==> config.mk <==
export PLATFORM = sky130hd
export DESIGN_NAME = karatsuba_mul_arbiter
export DESIGN_NICKNAME = d
export VERILOG_FILES = /design/src/rtl/karatsuba_mul_arbiter.sv
export SDC_FILE = /design/constraint.sdc
export NUM_CORES = 1
export LEC_CHECK = 0
export ABC_AREA = 1
export CAP_MARGIN = 10
export CORE_MARGIN = 1
export CORE_UTILIZATION = 36
export CTS_BUF_LIST = sky130_fd_sc_hd__clkbuf_16
export DETAILED_ROUTE_END_ITERATION = 6
export GPL_TIMING_DRIVEN = 0
export PLACE_DENSITY = 0.77
export SYNTH_ARGS = -nofsm -noshare
export SYNTH_HDL_FRONTEND = slang
export SYNTH_SLANG_ARGS = --single-unit
==> constraint.sdc <==
create_clock -name clk -period 1.4 [get_ports clk]
set_input_delay 0.21 -clock clk [delete_from_list [all_inputs] [get_ports clk]]
set_output_delay 0.21 -clock clk [all_outputs]
set_load 0.1 [all_outputs]
==> src/rtl/karatsuba_mul_arbiter.sv <==
// Two-port round-robin front end for the shared iterative Karatsuba multiplier core.
// Each job runs clear -> LATENCY enable cycles -> tagged response held until taken.
module karatsuba_mul_arbiter #(
  parameter int N       = 32,
  parameter int LATENCY = 10
) (
  input  logic           clk,
  input  logic           rst_n,
  input  logic           req0_valid,
  output logic           req0_ready,
  input  logic [N-1:0]   req0_a,
  input  logic [N-1:0]   req0_b,
  input  logic           req1_valid,
  output logic           req1_ready,
  input  logic [N-1:0]   req1_a,
  input  logic [N-1:0]   req1_b,
  output logic           resp_valid,
  input  logic           resp_ready,
  output logic           resp_id,
  output logic [2*N-1:0] resp_data,
  output logic           mul_rst,
  output logic           mul_en,
  output logic [N-1:0]   mul_a,
  output logic [N-1:0]   mul_b,
  input  logic [2*N-1:0] mul_c,
  output logic           busy
);

  typedef enum logic [1:0] {IDLE, CLEAR, RUN, RESP} state_t;

  localparam logic [7:0] CNT_LOAD = 8'(LATENCY - 1);

  state_t     state;
  logic       last_grant;
  logic [7:0] cnt;
  logic       grant0;
  logic       grant1;

  // On a tie the requester that was not served last wins.
  always_comb begin
    grant0 = 1'b0;
    grant1 = 1'b0;
    if (state == IDLE) begin
      if (req0_valid && req1_valid) begin
        grant0 = last_grant;
        grant1 = ~last_grant;
      end else begin
        grant0 = req0_valid;
        grant1 = req1_valid;
      end
    end
  end

  assign req0_ready = grant0 & rst_n;
  assign req1_ready = grant1 & rst_n;

  always_ff @(posedge clk or negedge rst_n) begin
    if (!rst_n) begin
      state      <= IDLE;
      last_grant <= 1'b1;
      cnt        <= '0;
      mul_rst    <= 1'b0;
      mul_en     <= 1'b0;
      mul_a      <= '0;
      mul_b      <= '0;
      resp_valid <= 1'b0;
      resp_id    <= 1'b0;
      resp_data  <= '0;
      busy       <= 1'b0;
    end else begin
      case (state)
        IDLE: begin
          if (grant0 || grant1) begin
            mul_a      <= grant0 ? req0_a : req1_a;
            mul_b      <= grant0 ? req0_b : req1_b;
            resp_id    <= grant1;
            last_grant <= grant1;
            mul_rst    <= 1'b1;
            busy       <= 1'b1;
            state      <= CLEAR;
          end
        end
        CLEAR: begin
          mul_rst <= 1'b0;
          mul_en  <= 1'b1;
          cnt     <= CNT_LOAD;
          state   <= RUN;
        end
        // The last enable cycle is the one where the core product becomes valid.
        RUN: begin
          if (cnt != 8'd0) begin
            cnt <= cnt - 8'd1;
          end else begin
            resp_data  <= mul_c;
            resp_valid <= 1'b1;
            mul_en     <= 1'b0;
            state      <= RESP;
          end
        end
        RESP: begin
          if (resp_valid && resp_ready) begin
            resp_valid <= 1'b0;
            busy       <= 1'b0;
            state      <= IDLE;
          end
        end
        default: state <= IDLE;
      endcase
    end
  end

endmodule

==> metrics.txt <==
outcome finished with violations; failing checks hold timing, setup timing; H-tree levels 4; nets between 1k and 1.5k; Hold Crit Class in -> async; share of the synthesized area in the top cell type 0.570; clk root buf clkbuf_16; syn_area_per_cell 8.39 um2; maximum clock path buffer count 2; Net Count, Synth 950; DR vias 6882; Routed WL 25800 um; number of synthesized flops with an enable pin 0; ys async rst share 1.00; Worst Path Arrival 1.77 ns; largest net degree at the start of global routing 75; wire per inst 18.5 um; DRC 0; fill count 1204; vias per std cell between 4 and 5; area occupied by multi-input gates 3100 um2; Iter 0 DRT Violations 332; first drt pass iteration count 7; count of maximum capacitance violations 0; gpl congestion just over 0.8; Tot GR Track Use 0.244; RSZ-0062 raised after global routing true; top_reg_cell synth dfrtp_1; CTS tree built; first-pass GRT wire length 33500 um; Max Freq around 500 MHz; crit path max fanout 2; worst setup margin -0.584 ns; ranking of synthesized cells by area dfrtp_1 (57%), nand2_1 (22%), a31oi_1 (6.4%), nor2_1 (4.4%), buf_6 (2.2%); setup TNS -33.76 ns; Ports 332; most numerous cell in the Yosys netlist nand2_1; Final Hold Fails 69; fraction of layout cells with a size suffix above 1 0.337; setup violators final 142; Worst-Skew Late Latency 0.42 ns; synthesized area 6270 um2; PortBufs 331; register area share after synthesis 0.574; ANT cells 0; Yosys reg bits between 100 and 150; Final period util 1.42; total die area 18000 um2; Synth Instances 748; Die Y between 100 and 150 um; die width 134 um; YS warnings 0; gr ovfl total 0; DP Wirelength 16500 um; crit path time final 1.98 ns; Clock transition at path regs 0.06 ns; Final Util 0.732; Placeable Area 16800 um2; Critical Path End Type output port; Worst Path Required roughly 1.2 ns; CTS Buf Count 17; Max-slew headroom 0.541; Initial Util 0.373; area delta synth->final 96.3%; Least-Margin Pin Slew 0.689 ns; row count 47; clk_skew about 0.0077 ns; vias in the first global route between 6k and 7k; worst hold margin -0.209 ns; Register Area 3610 um2; CP Launch Type flip-flop; post-synth top area cell dfrtp_1; Crit Path Class reg -> out; antenna-violating nets left 0; Slew Limit Fails 0; initial antenna violation count 0; distinct cell type count after synthesis 25; clock sink count 144; Commonest cells post-synth nand2_1 (362), dfrtp_1 (143), nor2_1 (74)
[kinds of logic (layout without fill, tap and decap cells)]
family / after synthesis / count (layout) / share of synthesized area
flip-flops: 144 / 144 / 0.574
AND/OR/NAND/NOR: 450 / 450 / 0.275
buffers and inverters: 65 / 493 / 0.0596
adder cells (fa/ha/maj): 5 / 5 / 0.00997
XOR/XNOR: 2 / 2 / 0.00279
AO/OA/AOI/OAI: 82 / 82 / 0.0786
[layer usage]
layer  up-vias  GRT usage  wire length [um]  share of wire
met5         -          0                 0              0
met4         0     0.0993               824          0.032
met3        56     0.0797              1990          0.077
met2       322      0.425             13600           0.53
met1      3286      0.276              9330           0.36
li1       3218          -                 -              -
[path summary, 6_finish.rpt]
| check | slack (ns) | cells after the start | start | end |
|---|---|---|---|---|
| max | -0.58 | 8 | state[0] | req0_ready |
| min | -0.21 | 1 | rst_n | mul_a[29] |
| max reg2reg | -0.44 | 12 | state[1] | mul_b[29] |
| min reg2reg | 0.48 | 2 | resp_data[41] | resp_data[41] |
| max in group asynchronous | 0.78 | 2 | rst_n | resp_data[50] |
| min in group clk | 0.32 | 3 | mul_c[47] | resp_data[47] |
[flip-flops by register name, indices dropped and copies added (netlist names)]
signal and flops:
busy 1, cnt 8, last_grant 1, mul_a 32, mul_b 32, mul_en 1
mul_rst 1, resp_data 64, resp_id 1, resp_valid 1, state 2
[per-stage QoR]
step	hold slack, ns	std cells	instance area, um2	setup slack (ns)
after floorplan	-0.0856	748	6370	-0.337
after global placement	0.461	1299	9960	-6.74
after detailed placement	0.270	1300	9980	-1.21
after CTS	-0.181	1341	10400	-0.544
after global routing	-0.155	1396	12300	-0.651
final	-0.209	1396	12300	-0.584
[layout make-up]
cell class | instances | share of cell area
Timing Repair Buffer | 397 | 0.325
Clock buffer | 17 | 0.0345
Multi-Input combinational cell | 539 | 0.252
Sequential cell | 144 | 0.293
Clock inverter | 15 | 0.0189
Inverter | 22 | 0.00731
Buffer | 42 | 0.0475
Tap cell | 220 | 0.0223
[placed cells by master, fill, tap and decap left out, types with 3 or more instances in the layout]
| cell | synthesis | routed |
|---|---|---|
| nor2_1 | 74 | 42 |
| nand2_8 | 0 | 4 |
| clkdlybuf4s50_1 | 0 | 195 |
| nor2_4 | 0 | 17 |
| dfrtp_1 | 143 | 139 |
| dfrtp_2 | 0 | 4 |
| o21ai_0 | 14 | 4 |
| nand3_1 | 7 | 7 |
| inv_4 | 0 | 3 |
| clkinv_4 | 0 | 3 |
| inv_2 | 1 | 6 |
| o21ai_2 | 0 | 6 |
| ha_4 | 0 | 3 |
| o21ai_1 | 1 | 5 |
| a31oi_4 | 0 | 24 |
| buf_12 | 0 | 14 |
| nand2_1 | 362 | 330 |
| nand2_2 | 1 | 21 |
| a31oi_1 | 64 | 38 |
| buf_8 | 0 | 16 |
| clkbuf_16 | 0 | 39 |
| buf_4 | 8 | 163 |
| buf_6 | 12 | 26 |
| bufinv_16 | 0 | 5 |
| nand2_4 | 0 | 8 |
| inv_1 | 21 | 13 |
| nor2_2 | 3 | 18 |
[critical path, cell delays in order, from the launching register on]
cell     delay (ns)
dfrtp_1        0.40
inv_2          0.09
ha_4           0.15
nand2_4        0.06
a21oi_4        0.16
inv_2          0.08
buf_8          0.13
nor2_4         0.10
buf_12         0.18
[repair_timing]
| action | in CTS | in global routing |
|---|---|---|
| pin swaps | 4 | 63 |
| endpoints found under the hold margin | 69 | 69 |
| gates cloned | 0 | 25 |
| endpoints found under the setup margin | 279 | 146 |
| setup buffers | 9 | 33 |
| gates resized for setup | 831 | 260 |
Power is not shown: default switching activity piles up to over one toggle a cycle in this logic, so the estimate is an artifact.
==> patch 1: new RTL, same flow settings <==
Make the reset (`rst_n`) synchronous in one clocked block.
--- a/src/rtl/karatsuba_mul_arbiter.sv
+++ b/src/rtl/karatsuba_mul_arbiter.sv
@@ -54,7 +54,7 @@
   assign req0_ready = grant0 & rst_n;
   assign req1_ready = grant1 & rst_n;
 
-  always_ff @(posedge clk or negedge rst_n) begin
+  always_ff @(posedge clk) begin
     if (!rst_n) begin
       state      <= IDLE;
       last_grant <= 1'b1;
Formal check against the unedited RTL: differs if rst_n is asserted again (counterexample within 4 cycles, from zero or initial values and one cycle with rst_n low); with rst_n held inactive, the same outputs for 10 cycles.
==> patch 1 against the original RTL <==
- the flow finishes with violations (setup timing)
- area after synthesis shrank 0.96%
- setup slack gained 0.21 ns
- worst hold slack gained 0.48 ns
- die area shrank 0.94%
- cell area shrank 3.2%
- sequential cell count is the same
- non-clock buffer count grew 11
- clock skew grew 0.0085 ns
- routed wire length grew 2.3%
==> patch 1: results (changes against the original RTL) <==
slowest stage delay, CP=0.33 ns (-0.07 ns); Crit Reg-Reg Endpoint=mul_b[28]$_SDFFE_PN0P_; worst slew pin tran=0.904 ns (+0.215 ns); Final Skew=0.0162 ns (+0.00850 ns); final setup margin=-0.373 ns (+0.211 ns); Yosys cell types=23 (-8.0%); DR iter-0 viols=516 (+55%); met1 Use GR=34.5% (+6.9 points); Worst EP arrival=1.56 ns (-0.21 ns); post-synth net total=1043 (+9.8%); Post-synth ARST share=0% (-100 points); Total GRT Usage=27.7% (+3.3 points); failing checks=setup timing; vias per cell=5.09 (+3.2%); WL met3=1520 µm (-24%); metal2 WL=12800 µm (-6.1%); IO Port Bufs=330 (-0.30%); dpl hpwl=17100 µm (+4.0%); Leak=between 5 and 6 nW; M1 wire length=11000 µm (+18%); Post-synth top cells=dfxtp_1 (144), nand3_1 (138), nor2_1 (137); largest net degree at the start of global routing=17 (-77%); # setup viols final=145 (+2.1%); Top FF cell, synth=dfxtp_1; number of fill cells=1260 (+4.7%); vias in the first global route=7002 (+9.0%); Post-Route WL=26400 µm (+2.3%); M3 GR Usage=7.42% (-0.55 points); status=complete, but fails checks; worst r2r src=state[0]$_SDFFE_PN0P_; synth top area cells=dfxtp_1 (46%), nand3_1 (11%), nor2_1 (8.3%); 1st-pass router iterations=5 (-2); Synth Area in Adders=1.01% (+0.0096 points); Area Growth Syn to Fin=91.8%; GR met2 Demand/Resource=44.6% (+2.1 points); first-pass GRT wire length=38000 µm (+13%); Routability Congestion=0.885 (+8.0%); share of cells above drive strength 1=34.2% (+0.56 points); final hold slack=0.267 ns (+0.477 ns); Slowest-stage cell, CP=dfxtp_2; worst-path fanout max=3 (+1); dpl cell area=0.00986 mm² (-1.3%); Synth Area in Compound Gates=14.3% (+6.4 points)
==> patch 1: report_power, final <==
group / leakage, nW / internal (mW) / switching (mW) / total (mW)
clock network: 0.274 / 2.61 / 1.83 / 4.44
registers: 1.18 / 5.40 / 0.858 / 6.26
logic: 3.97 / 7.10 / 14.7 / 21.8
==> patch 1: worst max path at each step <==
stage                                 end                   from  slack [ns]  depth (start not counted)
floorplan                      req0_ready  state[1]$_SDFFE_PN0P_       -0.15                          7
global placement               req0_ready             req0_valid       -1.15                          7
detailed placement             req0_ready             req0_valid       -1.16                          7
finish                         req0_ready  state[0]$_SDFFE_PN0P_       -0.37                          8
CTS                            req0_ready  state[0]$_SDFFE_PN0P_       -0.37                          8
global route        mul_a[0]$_SDFFE_PN0P_  state[0]$_SDFFE_PN0P_       -0.44                         12
==> patch 1: what timing repair did <==
item                                    in CTS  in global routing
endpoints found under the setup margin     275                171
gates cloned                                19                  1
pin swaps                                   20                 43
setup buffers                               24                 19
gates resized for setup                    984                216
==> patch 1: through the flow <==
step | util (%) | std cells | setup slack (ns) | TNS [ns]
after floorplan | - | 841 | -0.152 | -5.43
after global placement | 59.0 | 1391 | -1.15 | -77.16
after detailed placement | 59.0 | 1391 | -1.16 | -80.99
after CTS | 67.2 | 1463 | -0.365 | -28.08
after global routing | 71.4 | 1476 | -0.444 | -45.54
final | 71.4 | 1476 | -0.373 | -36.36
==> patch 1: cell type report <==
class | instances | area (µm²) | share of cell area, %
plain buffers | 60 | 574 | 4.82
clock buffers | 17 | 425 | 3.57
clock inverters | 14 | 146 | 1.23
inverters | 85 | 337 | 2.82
multi-input cells | 546 | 3400 | 28.6
flip-flops and latches | 144 | 2890 | 24.2
well taps | 220 | 275 | 2.31
repair buffers | 390 | 3870 | 32.5
==> patch 2: new RTL, same settings <==
Made on the original files. Change the parameter `N` from 32 to 16.
--- a/src/rtl/karatsuba_mul_arbiter.sv
+++ b/src/rtl/karatsuba_mul_arbiter.sv
@@ -1,7 +1,7 @@
 // Two-port round-robin front end for the shared iterative Karatsuba multiplier core.
 // Each job runs clear -> LATENCY enable cycles -> tagged response held until taken.
 module karatsuba_mul_arbiter #(
-  parameter int N       = 32,
+  parameter int N       = 16,
   parameter int LATENCY = 10
 ) (
   input  logic           clk,
Interface: changed (8 resized); port bits go from 332 to 172. The function was not compared with the original's and may differ.
==> patch 2 against the original RTL <==
- the flow still finishes with violations (hold timing, setup timing)
- routed wire length shrank 56%
- area after synthesis shrank 41%
- sequential cell count is 64 lower
- cell area decreased by 49%
- global-route usage decreased by 3.8 points
- cell count down 43%
- critical path type unchanged
- setup slack better by 0.16 ns
Power is not shown: default switching activity piles up to over one toggle a cycle in this logic, so the estimate is an artifact.
==> patch 2: results (changes against the original RTL) <==
clk tree area frac=5.22% (-0.12 points); status=complete, but fails checks; Post-CTS Setup Repair Bufs=16 (+7); share of cells above drive strength 1=30.8% (-2.9 points); Setup TNS=-12.89 ns (+20.87 ns); number of fill cells=823 (-32%); Yosys cell types=24 (-4.0%); Post-synth top cells=nand2_1 (199), dfrtp_1 (79), nor2_1 (43); register area share after synthesis=54.3% (-3.2 points); Post-Route WL=11400 µm (-56%); failing checks=hold timing, setup timing; final setup margin=-0.425 ns (+0.159 ns); worst-path fanout max=3 (+1); first-pass GRT wire length=16900 µm (-50%); net count reported at finish=770 (-44%); vias per cell=4.72 (-4.2%); post-CTS resize count=414 (-50%); # setup viols final=78 (-45%); Final Skew=0.00863 ns (+0.000939 ns); DR iter-0 viols=131 (-61%); Routability Congestion=0.803 (-2.1%); worst slew pin tran=0.515 ns (-0.174 ns); post-synth net total=554 (-42%); Final Hold Viols=52 (-25%); multi-input logic area=0.00166 mm² (-46%); largest net degree at the start of global routing=55 (-27%); biggest registers after layout=resp_data: 32 flops, mul_a: 16 flops, mul_b: 16 flops; Total GRT Usage=20.6% (-3.8 points); #MultiIn Comb=325 (-40%); final hold slack=-0.109 ns (+0.100 ns); synth top area cells=dfrtp_1 (54%), nand2_1 (20%), a31oi_1 (5.4%); worst skew pair latency=0.33 ns (-0.09 ns); Non-clk bufs=226 (-49%)
==> patch 2: routing by layer <==
layer  routed length, µm  up-vias  track usage, %  share of wire (%)
met5                   0        -               0                  0
met4                 135        0            7.15                1.2
met3                 972       11            5.91                8.5
met2                5790      161            37.4                 51
met1                4500     1762            23.1                 39
li1                    -     1852               -                  -
==> patch 2: cells by family after synthesis <==
kind of cell | Yosys count | synth area share [%]
simple gates | 274 | 30.6
flops | 80 | 54.3
compound gates | 44 | 7.39
buf+inv | 43 | 5.59
fa+ha+maj | 5 | 1.69
xor+xnor | 2 | 0.475
==> patch 2: per-stage QoR <==
| step | hold WS [ns] | cell area [µm²] | utilization [%] | cells |
|---|---|---|---|---|
| 6_report | -0.109 | 6260 | 63.4 | 802 |
| 5_1_grt | -0.0864 | 6260 | 63.4 | 802 |
| 4_1_cts | -0.0944 | 6050 | 61.3 | 792 |
| 3_5_place_dp | 0.154 | 5650 | 57.2 | 753 |
| 3_3_place_gp | 0.458 | 5620 | 57.0 | 752 |
| 2_1_floorplan | -0.0856 | 3740 | - | 448 |
==> patch 2: path summary, 6_finish.rpt <==
kind | slack [ns] | depth (start not counted) | endpoint | startpoint
min in group clk | 0.42 | 3 | resp_data[9]$_DFFE_PN0P_ | mul_c[9]
worst max-delay path | -0.43 | 8 | req0_ready | state[1]$_DFFE_PN0P_
worst min register to register | 0.48 | 2 | resp_data[8]$_DFFE_PN0P_ | resp_data[8]$_DFFE_PN0P_
worst max register to register | -0.27 | 9 | mul_b[1]$_DFFE_PN0P_ | state[1]$_DFFE_PN0P_
max in group asynchronous | 0.70 | 4 | resp_data[14]$_DFFE_PN0P_ | rst_n
worst min-delay path | -0.11 | 2 | mul_en$_DFFE_PN0P_ | rst_n
